### config.mk
export PLATFORM = sky130hd
export DESIGN_NAME = spi_slave
export DESIGN_NICKNAME = d
export VERILOG_FILES = /design/src/rtl/spi_slave.sv
export SDC_FILE = /design/constraint.sdc
export NUM_CORES = 1
export LEC_CHECK = 0
export BUFFER_PORTS_ARGS = -buffer_cell sky130_fd_sc_hd__buf_2
export CAP_MARGIN = 20
export CORE_ASPECT_RATIO = 0.5
export CORE_MARGIN = 5
export CORE_UTILIZATION = 33
export CTS_BUF_LIST = sky130_fd_sc_hd__clkbuf_4 sky130_fd_sc_hd__clkbuf_8 sky130_fd_sc_hd__clkbuf_16
export CTS_CLUSTER_SIZE = 16
export DETAILED_ROUTE_END_ITERATION = 12
export SYNTH_ARGS = -nofsm -noshare
export SYNTH_HDL_FRONTEND = slang
export SYNTH_SLANG_ARGS = --single-unit
### constraint.sdc
create_clock -name clk -period 1.6 [get_ports clk]
set_input_delay 0.4 -clock clk [delete_from_list [all_inputs] [get_ports clk]]
set_output_delay 0.4 -clock clk [all_outputs]
set_load 0.005 [all_outputs]
### src/rtl/spi_slave.sv
// SPI mode-3 (CPOL=1, CPHA=1) slave, MSB first, 8-bit bytes, oversampled in the clk domain.
// Build option SPI_SLAVE_ECHO_EN: empty byte slots resend the last received byte instead of TX_DEFAULT.
module spi_slave #(
  parameter int         SYNC_STAGES = 2,
  parameter logic [7:0] TX_DEFAULT  = 8'hFF
) (
  input  logic       clk,
  input  logic       rst,
  input  logic [7:0] tx_byte,
  input  logic       tx_valid,
  output logic       tx_ready,
  output logic [7:0] rx_byte,
  output logic       rx_valid,
  output logic       busy,
  input  logic       SS,
  input  logic       SCK,
  input  logic       MOSI,
  output logic       MISO,
  output logic       MISO_oe
);

  typedef enum logic [0:0] {
    ST_IDLE   = 1'b0,
    ST_ACTIVE = 1'b1
  } state_t;

  logic [SYNC_STAGES-1:0] ss_sync_r;
  logic [SYNC_STAGES-1:0] sck_sync_r;
  logic [SYNC_STAGES-1:0] mosi_sync_r;
  logic                   sck_d_r;
  logic                   ss_s;
  logic                   sck_s;
  logic                   mosi_s;
  logic                   rise_s;
  logic                   fall_s;
  state_t                 state_r;
  state_t                 state_nxt_s;
  logic                   abort_s;
  logic                   do_rise_s;
  logic                   do_fall_s;
  logic                   slot_load_s;
  logic [2:0]             bit_cnt_r;
  logic [6:0]             rx_shift_r;
  logic [6:0]             tx_shift_r;
  logic [7:0]             hold_r;
  logic [7:0]             load_byte_s;
  logic [7:0]             default_byte_s;
  logic                   tx_ready_r;
  logic [7:0]             rx_byte_r;
  logic                   rx_valid_r;
  logic                   busy_r;
  logic                   miso_r;

  // Pin synchronizers, reset to idle bus levels so no false edge appears after reset.
  always_ff @(posedge clk) begin
    if (rst) begin
      ss_sync_r   <= {SYNC_STAGES{1'b1}};
      sck_sync_r  <= {SYNC_STAGES{1'b1}};
      mosi_sync_r <= {SYNC_STAGES{1'b0}};
      sck_d_r     <= 1'b1;
    end else begin
      ss_sync_r   <= {ss_sync_r[SYNC_STAGES-2:0], SS};
      sck_sync_r  <= {sck_sync_r[SYNC_STAGES-2:0], SCK};
      mosi_sync_r <= {mosi_sync_r[SYNC_STAGES-2:0], MOSI};
      sck_d_r     <= sck_s;
    end
  end

  assign ss_s   = ss_sync_r[SYNC_STAGES-1];
  assign sck_s  = sck_sync_r[SYNC_STAGES-1];
  assign mosi_s = mosi_sync_r[SYNC_STAGES-1];
  assign rise_s = ~sck_d_r & sck_s;
  assign fall_s = sck_d_r & ~sck_s;

  // Frame FSM next state
  always_comb begin
    state_nxt_s = state_r;
    case (state_r)
      ST_IDLE: begin
        if (!ss_s) state_nxt_s = ST_ACTIVE;
        else       state_nxt_s = ST_IDLE;
      end
      ST_ACTIVE: begin
        if (ss_s) state_nxt_s = ST_IDLE;
        else      state_nxt_s = ST_ACTIVE;
      end
      default: state_nxt_s = ST_IDLE;
    endcase
  end

  // An SS release outranks any SCK edge seen in the same cycle.
  assign abort_s     = (state_r == ST_ACTIVE) & ss_s;
  assign do_rise_s   = (state_r == ST_ACTIVE) & ~ss_s & rise_s;
  assign do_fall_s   = (state_r == ST_ACTIVE) & ~ss_s & fall_s;
  assign slot_load_s = do_fall_s & (bit_cnt_r == 3'd0);

`ifdef SPI_SLAVE_ECHO_EN
  assign default_byte_s = rx_byte_r;
`else
  assign default_byte_s = TX_DEFAULT;
`endif

  // Byte loaded at a slot start: held byte (pre-handshake contents) or the default
  always_comb begin
    load_byte_s = default_byte_s;
    if (!tx_ready_r) load_byte_s = hold_r;
    else             load_byte_s = default_byte_s;
  end

  // FSM state register and frame-active flag
  always_ff @(posedge clk) begin
    if (rst) begin
      state_r <= ST_IDLE;
      busy_r  <= 1'b0;
    end else begin
      state_r <= state_nxt_s;
      busy_r  <= (state_nxt_s == ST_ACTIVE);
    end
  end

  // TX holding register; a slot consumes it before a same-cycle handshake can refill it.
  always_ff @(posedge clk) begin
    if (rst) begin
      hold_r     <= 8'h00;
      tx_ready_r <= 1'b1;
    end else if (slot_load_s && !tx_ready_r) begin
      tx_ready_r <= 1'b1;
    end else if (tx_valid && tx_ready_r) begin
      hold_r     <= tx_byte;
      tx_ready_r <= 1'b0;
    end
  end

  // Bit counter, shift registers, received byte and MISO
  always_ff @(posedge clk) begin
    if (rst) begin
      bit_cnt_r  <= 3'd0;
      rx_shift_r <= 7'd0;
      tx_shift_r <= 7'd0;
      rx_byte_r  <= 8'h00;
      rx_valid_r <= 1'b0;
      miso_r     <= 1'b1;
    end else begin
      rx_valid_r <= 1'b0;
      if (abort_s) begin
        bit_cnt_r  <= 3'd0;
        rx_shift_r <= 7'd0;
        miso_r     <= 1'b1;
      end else begin
        if (do_fall_s) begin
          if (bit_cnt_r == 3'd0) begin
            tx_shift_r <= load_byte_s[6:0];
            miso_r     <= load_byte_s[7];
          end else begin
            miso_r <= tx_shift_r[3'd7 - bit_cnt_r];
          end
        end
        if (do_rise_s) begin
          rx_shift_r <= {rx_shift_r[5:0], mosi_s};
          bit_cnt_r  <= bit_cnt_r + 3'd1;
          if (bit_cnt_r == 3'd7) begin
            rx_byte_r  <= {rx_shift_r, mosi_s};
            rx_valid_r <= 1'b1;
          end
        end
      end
    end
  end

  assign tx_ready = tx_ready_r;
  assign rx_byte  = rx_byte_r;
  assign rx_valid = rx_valid_r;
  assign busy     = busy_r;
  assign MISO     = miso_r;
  assign MISO_oe  = busy_r;

endmodule

# --- After elaboration in Yosys (flattened, before gate mapping) ---
# Cells that the tools add are included.
classes:
  add_sub_neg: 2
  n_mul: 0
  div_mod_pow: 0
  magnitude_cmp: 1
  eq_ne: 1
  shifts: 0
  muxes: 6
  bitwise: 13
  n_reduce_logical: 10
op_table:
  columns: ["cell", "n"]
  rows:
  - ["$mux 8", 1]
  - ["$and 1x1->1", 7]
  - ["$not 1->1", 6]
  - ["$reduce_and 3->1", 2]
  - ["$lt 3x4->1 const B", 1]
  - ["$mux 1", 4]
  - ["$reduce_or 2->1", 2]
  - ["$add 3x1->3 const B", 1]
  - ["$bmux 1 s3", 1]
  - ["$eq 3x3->1 const B", 1]
  - ["$logic_not 3->1", 1]
  - ["$reduce_or 3->1", 1]
  - ["$sub 3x3->3 const A", 1]
  - ["$logic_and 1x1->1", 2]
  - ["$reduce_and 2->1", 1]
  - ["$logic_not 1->1", 1]
totals:
  register_bits: 44
  latch_bits: 0
  ramBits: 0
  rom_bits: 0
  inputBits: 14
  output_inout_bits: 13
  wordCells: 46
  memories: 0

# --- Depth between registers and ports, before layout ---
# Gate-level depths: netlist of run 1.
logic_depth:
  word_depth: 7
  ltp_mapped: 7
  mapped_depth_nobuf: 6

# --- Worst setup path after synthesis of run 1 ---
# No wires, ideal clock.
synth_timing:
  kind: "register to register"
  start: "register bit_cnt_r[0]"
  end: "register tx_ready_r, in the netlist tx_ready"
  setup_time_ps: 117
  arrival_time_ps: 1292
  required_time_ps: 1483
  slack_ps: 190
  path_stages_with_launch: 8
  path_buffers: 1
  synth_period_minus_slack_ps: 1410
  path_cell_list: "dfxtp_1 inv_1 ha_1 nor2b_1 and2_1 clkbuf_2 o21ai_0 nand2b_1"
synth_between:
  elab_chain_cells: 4
synth_lines:
  columns: ["item", "line", "rtl"]
  rows:
  - ["start: declaration", "42", "logic [2:0] bit_cnt_r;"]
  - ["start signal: assignment", "160", "bit_cnt_r <= bit_cnt_r + 3'd1;"]
  - ["$logic_not 3->1", "95", "assign slot_load_s = do_fall_s & (bit_cnt_r == 3'd0);"]
  - ["$and 1x1->1", "95", null]
  - ["$logic_and 1x1->1", "126", "end else if (slot_load_s && !tx_ready_r) begin"]
  - ["$reduce_or 2->1 (no line)", null, null]
  - ["end signal: assignment", "125", "tx_ready_r <= 1'b1;"]
  - ["end signal: assignment", "127", "tx_ready_r <= 1'b1;"]
  - ["end signal: assignment", "130", "tx_ready_r <= 1'b0;"]
  - ["end: declaration", "48", "logic tx_ready_r;"]
# Every way passes these cells.
# A chain may end at the register's enable or synchronous reset.

# --- Worst setup path in the final report of run 1 ---
layout_timing:
  start: "register bit_cnt_r[1]"
  end: "register tx_ready_r, in the netlist tx_ready"
# Same word-level chain as after synthesis.

==> results of run 1 <==
-- state kept, by name, indices dropped and copies added, names as in the netlist --
name         cells
ss_sync_r        2
rx_shift_r       7
tx_ready         1
mosi_sync_r      2
rx_byte          8
sck_d_r          1
sck_sync_r       2
MISO_oe          1
hold_r           8
rx_valid         1
tx_shift_r       7
MISO             1
bit_cnt_r        3
-- cell families after synthesis --
family                   synth area share (%)
buffers and inverters                    4.07
adder cells (fa/ha/maj)                  2.26
AO/OA/AOI/OAI                            8.82
multiplexers                             7.01
AND/OR/NAND/NOR                          24.8
flip-flops                               53.1
-- layout make-up --
| type | instances | area [um2] |
|---|---|---|
| clock buffers | 8 | 97.6 |
| fillers | 506 | 2920 |
| inverters | 2 | 7.51 |
| multi-input cells | 126 | 713 |
| flip-flops and latches | 44 | 882 |
| well taps | 70 | 87.6 |
| repair buffers | 32 | 175 |
-- synthesized netlist by cell type, types with 2 or more instances --
library cell | n | area share (%)
inv_1 | 2 | 0.45
a21oi_1 | 20 | 6.0
mux2i_1 | 9 | 5.4
clkbuf_1 | 7 | 1.6
dfxtp_1 | 44 | 53
nand2_1 | 31 | 7.0
nand3_1 | 8 | 2.4
buf_2 | 2 | 0.60
ha_1 | 3 | 2.3
or2_2 | 5 | 1.9
o21ai_0 | 3 | 0.90
nor3_1 | 14 | 4.2
nor2_1 | 18 | 4.1
nor2b_1 | 5 | 1.9
-- power by group --
group	internal [W]	switching [W]	total, W
Combinational	0.0000402	0.0000526	0.0000928
Sequential	0.00112	0.0000133	0.00113
Clock	0.000386	0.000353	0.000740
Total	0.00154	0.000419	0.00196
-- through the flow --
stage	cell area (um2)	total power, W	instances	hold WS (ps)
6_report	1960	0.00196	282	288
5_1_grt	1960	0.00206	282	269
4_1_cts	1960	0.00199	282	278
3_5_place_dp	1860	0.00125	274	397
3_3_place_gp	1860	0.00125	274	393
2_1_floorplan	1660	0.00121	184	389
-- cells in the final DEF (no fill, tap or decap) --
master / count
a2111oi_2: 1
a21o_1: 1
a21oi_1: 20
a32oi_1: 1
and2_2: 1
and3_1: 1
and4bb_1: 1
and4bb_2: 1
buf_2: 26
buf_4: 6
clkbuf_4: 2
clkbuf_8: 6
dfxtp_1: 43
dfxtp_2: 1
ha_1: 3
inv_1: 2
mux2i_1: 9
mux4_1: 1
nand2_1: 31
nand2b_1: 1
nand3_1: 8
nand4bb_1: 1
nor2_1: 18
nor2b_1: 5
nor3_1: 14
o21ai_0: 3
or2_2: 5
-- metal layers --
layer	share of wire [%]	track usage, %	wire length (um)	vias up
met5	0	0	0	-
met2	44	17.2	1420	27
met4	0.93	4.74	30	0
met1	51	14.6	1640	580
li1	-	-	-	668
met3	4.4	3.24	141	4
-- worst reg2reg max path: cells and delay by family (launching register included) --
kind	cells	cell delay, ps
compound gates	1	150
fa+ha+maj	1	210
buf+inv	1	80
flops	1	460
simple gates	3	460
-- repair_timing --
| item | CTS | global route |
|---|---|---|
| hold buffers | 0 | 0 |
| setup endpoints to repair | 0 | 5 |
| resized for setup | 0 | 2 |
-- worst paths after layout --
path                                   from                      end  slack (ps)  depth (start not counted)
hold / removal                           SS  ss_sync_r[0]$_SDFF_PP1_         290                          2
hold reg to reg     ss_sync_r[0]$_SDFF_PP1_  ss_sync_r[1]$_SDFF_PP1_         410                          1
setup / recovery  bit_cnt_r[1]$_SDFFE_PP0N_    tx_ready$_SDFFE_PP1P_         150                          6
setup reg to reg  bit_cnt_r[1]$_SDFFE_PP0N_    tx_ready$_SDFFE_PP1P_         150                          6
==> qor.yml, run 1 <==
status: "complete, no violations"
fp.dieH_um: 60.2
max_freq_mhz: 688
grt_usage_pct: 11.1
yosys_warnings: 0
post-route-worst-setup-slack_ps: 147
totalWireLength_um: 3230
hp-class: "in2reg"
clockBufferDepth: 2
cp_top_family: "flip-flops"
hpwlAfterDp_um: 2260
vias: 1279
n_antenna_cell: 0
dp_slack_ps: 82.8
via_per_inst: 4.54
cts_buffers: 5
grt_overflow: 0
critPathKind: "reg2reg"
grt_pass1_wl_um: 5650
firstDrtPassIters: 4
start_util_pct: 34.0
post_cts_buffers: 0
fp.coreArea_um2: 4890
synth_nets: 201
async_reset_ff_share_pct: 0
syn_inst: 184
hold_viol: 0
clk_latency_ps: 290
ctsHtreeMaxLevel: 2
powerDensity_nw_per_um2: 1000
path_clk_slew_ps: 80
area_delta_synth_final_pct: 18.2
clock-sinks: 44
grt_pass1_vias: 1202
min_period_ps: 1450
cp_max_fo: 8
ios: 27
synth_area_um2: 1660
setup_viol: 0
cts_tree: "yes"
final_core_util_pct: 40.2
path_buf_inv: 1
rows: 18
cp-end-kind: "flop"
ir_drop_uv: 318
path_cells: "inv_1, ha_1, nor2b_1, and2_2, o21ai_0, nand2b_1"
die-area_um2: 6640
slew_headroom_pct: 70.1
fin_tns_setup_ps: 0
slew_viol_final: 0
ys_ff_latch: 44
route.detailed.drc: 0
root_buffer: "clkbuf_8"
yosysSeqAreaShare_pct: 53.1
antenna_left: 0
rsz0062_at_grt: "false"
cp_slowest_stage_delay_ps: 460
cap_viol_max_count: 0
crit_path_start_kind: "flop"
io_buffer_count: 26
synth_edf_count: 0
drtIter0Drc: 68
crit_path_top_delay_cell: "dfxtp_1"
worst_pin_slew_ps: 446
wl_per_cell_um: 11.4
die_x_um: 110
drive_gt1_share_pct: 23.1
place_congestion: 0.755
period_share_pct: 90.8
skew_ps: 1.91
antenna_found_initial: 0
synth.distinct_cells: 27
grt_max_degree: 20
leakage_nw: 0.751
ys.flop_type: "dfxtp_1"
synth_area_per_cell_um2: 9.02
arrival_ps: 1640
nNetsFinal: 228
required_ps: 1780
Power figures use the tool's default switching activity.
==> inputs of run 2 (changes only) <==
--- a/config.mk
+++ b/config.mk
@@ -5,7 +5,7 @@
 export SDC_FILE = /design/constraint.sdc
 export NUM_CORES = 1
 export LEC_CHECK = 0
-export BUFFER_PORTS_ARGS = -buffer_cell sky130_fd_sc_hd__buf_2
+export BUFFER_PORTS_ARGS = -buffer_cell sky130_fd_sc_hd__clkbuf_2
 export CAP_MARGIN = 20
 export CORE_ASPECT_RATIO = 0.5
 export CORE_MARGIN = 5
@@ -13,6 +13,8 @@
 export CTS_BUF_LIST = sky130_fd_sc_hd__clkbuf_4 sky130_fd_sc_hd__clkbuf_8 sky130_fd_sc_hd__clkbuf_16
 export CTS_CLUSTER_SIZE = 16
 export DETAILED_ROUTE_END_ITERATION = 12
+export GPL_TIMING_DRIVEN = 0
+export MAX_ROUTING_LAYER = met4
 export SYNTH_ARGS = -nofsm -noshare
 export SYNTH_HDL_FRONTEND = slang
 export SYNTH_SLANG_ARGS = --single-unit
==> run 2 against run 1 <==
Via count increased by 0.39%. Worst hold slack improved by 9.2 ps. Sequential share of layout area is 0.10 points higher. Clock power down 12%. Wire length decreased by 3.2%. Sequential cell count did not move. Largest cell class unchanged.
==> qor.yml, run 2 (same netlist as run 1, synthesis figures left out) <==
min_period_ps: 1490
grt_pass1_vias: 1263
vias: 1284
grt_max_degree: 13
worstReg2RegEnd: "tx_ready$_SDFFE_PP1P_"
firstDrtPassIters: 4
setup_viol: 0
arrival_ps: 1660
endpoint: "tx_ready$_SDFFE_PP1P_"
io_buffer_count: 25
cp-end-kind: "flop"
start_util_pct: 34.0
hold_path_depth: 2
drtIter0Drc: 18
r2r_cells: 7
cp_slowest_stage_delay_ps: 390
via_per_inst: 4.49
post_cts_buffers: 0
fin_area_um2: 1970
ios: 27
area_delta_synth_final_pct: 18.5
path_clk_slew_ps: 80
post-place-cells: 279
p_seq_share_pct: 60.2
cts_buffers: 5
ir_drop_uv: 405
crit_path_top_delay_cell: "dfxtp_4"
grt_pass1_wl_um: 5580
crit_path_start_kind: "flop"
hp-class: "in2reg"
fin_tns_setup_ps: 0
post-route-worst-setup-slack_ps: 113
intPower_w: 0.00147
clkPwrFrac_pct: 34.9
skew_ps: 8.83
cts_tree: "yes"
rows: 18
clk_latency_ps: 290
period_share_pct: 92.9
place_congestion: 0.733
slew_viol_final: 0
route.detailed.drc: 0
die_x_um: 110
worstSetupStartpoint: "bit_cnt_r[0]$_SDFFE_PP0N_"
grt_overflow: 0
cap_viol_max_count: 0
p_comb_share_pct: 4.9
fp.dieH_um: 60.2
wl_per_cell_um: 10.9
antenna_found_initial: 0
fp.coreArea_um2: 4890
clock-sinks: 44
critPathKind: "reg2reg"
die-area_um2: 6640
antenna_left: 0
powerDensity_nw_per_um2: 952
hpwlAfterDp_um: 2280
timing.rr.start: "bit_cnt_r[0]$_SDFFE_PP0N_"
leakage_nw: 0.740
p_sw_w: 0.000406
status: "complete, no violations"
worst_pin_slew_ps: 473
drive_gt1_share_pct: 22.2
totalWireLength_um: 3130
nNetsFinal: 233
clockBufferDepth: 2
r2r_slack_ps: 110
layout_common_cells: "42 x dfxtp_1, 31 x nand2_1, 26 x clkbuf_2"
grt_usage_pct: 11.0
path_cells: "inv_1, ha_1, nor2b_2, and2_1, clkbuf_2, o21ai_0, nand2b_1"
max_freq_mhz: 672
stdcell_count: 286
ctsHtreeMaxLevel: 2
slew_headroom_pct: 68.5
final_common_cell: "dfxtp_1"
cp_max_fo: 8
required_ps: 1780
n_antenna_cell: 0
dp_slack_ps: -7.32
power.share.switching_pct: 21.7
root_buffer: "clkbuf_8"
hold_viol: 0
placed_area_um2: 1870
run 2: how the worst min path moves through the flow:
stage / from / endpoint / slack [ps]
floorplan: sck_sync_r[0]$_SDFF_PP1_ / sck_sync_r[1]$_SDFF_PP1_ / 390
global placement: ss_sync_r[0]$_SDFF_PP1_ / ss_sync_r[1]$_SDFF_PP1_ / 390
detailed placement: sck_sync_r[0]$_SDFF_PP1_ / sck_sync_r[1]$_SDFF_PP1_ / 400
CTS: SS / ss_sync_r[0]$_SDFF_PP1_ / 290
global route: SS / ss_sync_r[0]$_SDFF_PP1_ / 290
finish: SS / ss_sync_r[0]$_SDFF_PP1_ / 300
run 2: per-stage QoR:
| step | hold WS [ps] | power [W] | utilization, % |
|---|---|---|---|
| final | 297 | 0.00187 | 40.2 |
| after detailed placement | 399 | 0.00125 | 38.3 |
| after CTS | 288 | 0.00191 | 40.0 |
| after floorplan | 389 | 0.00121 | - |
| after global routing | 287 | 0.00197 | 40.2 |
| after global placement | 394 | 0.00125 | 38.3 |
run 2: power groups by stage:
stage | sequential (W) | combinational (W) | clock (W)
4_1_cts | 0.00113 | 0.0000930 | 0.000684
3_5_place_dp | 0.00116 | 0.0000927 | 0
6_report | 0.00113 | 0.0000911 | 0.000653
3_3_place_gp | 0.00115 | 0.0000911 | 0
5_1_grt | 0.00113 | 0.000104 | 0.000732
2_1_floorplan | 0.00115 | 0.0000574 | 0
run 2: layout make-up:
| cell class | instances | area, um2 |
|---|---|---|
| Buffer | 12 | 60.1 |
| Clock buffer | 6 | 76.3 |
| Clock inverter | 1 | 5.00 |
| Fill cell | 528 | 2920 |
| Inverter | 2 | 7.51 |
| Multi-Input combinational cell | 126 | 719 |
| Sequential cell | 44 | 886 |
| Tap cell | 70 | 87.6 |
| Timing Repair Buffer | 25 | 125 |
run 2: worst max-delay path, delay by kind of cell, from the launching register on:
family	cells	cell delay, ps
AO/OA/AOI/OAI	1	170
adder cells (fa/ha/maj)	1	220
buffers and inverters	2	230
flip-flops	1	390
AND/OR/NAND/NOR	3	370
run 2: layer usage:
metal | vias to the layer above | global-route usage (%) | wire [um]
li1 | 683 | - | -
met1 | 577 | 13.6 | 1600
met2 | 19 | 17.1 | 1370
met3 | 5 | 3.24 | 122
met4 | 0 | 4.21 | 35
met5 | - | - | 0
run 2: what timing repair did:
| item | in CTS | in global routing |
|---|---|---|
| setup endpoints to repair | 1 | 6 |
| hold buffers | 0 | 0 |
| gates resized for setup | 1 | 4 |
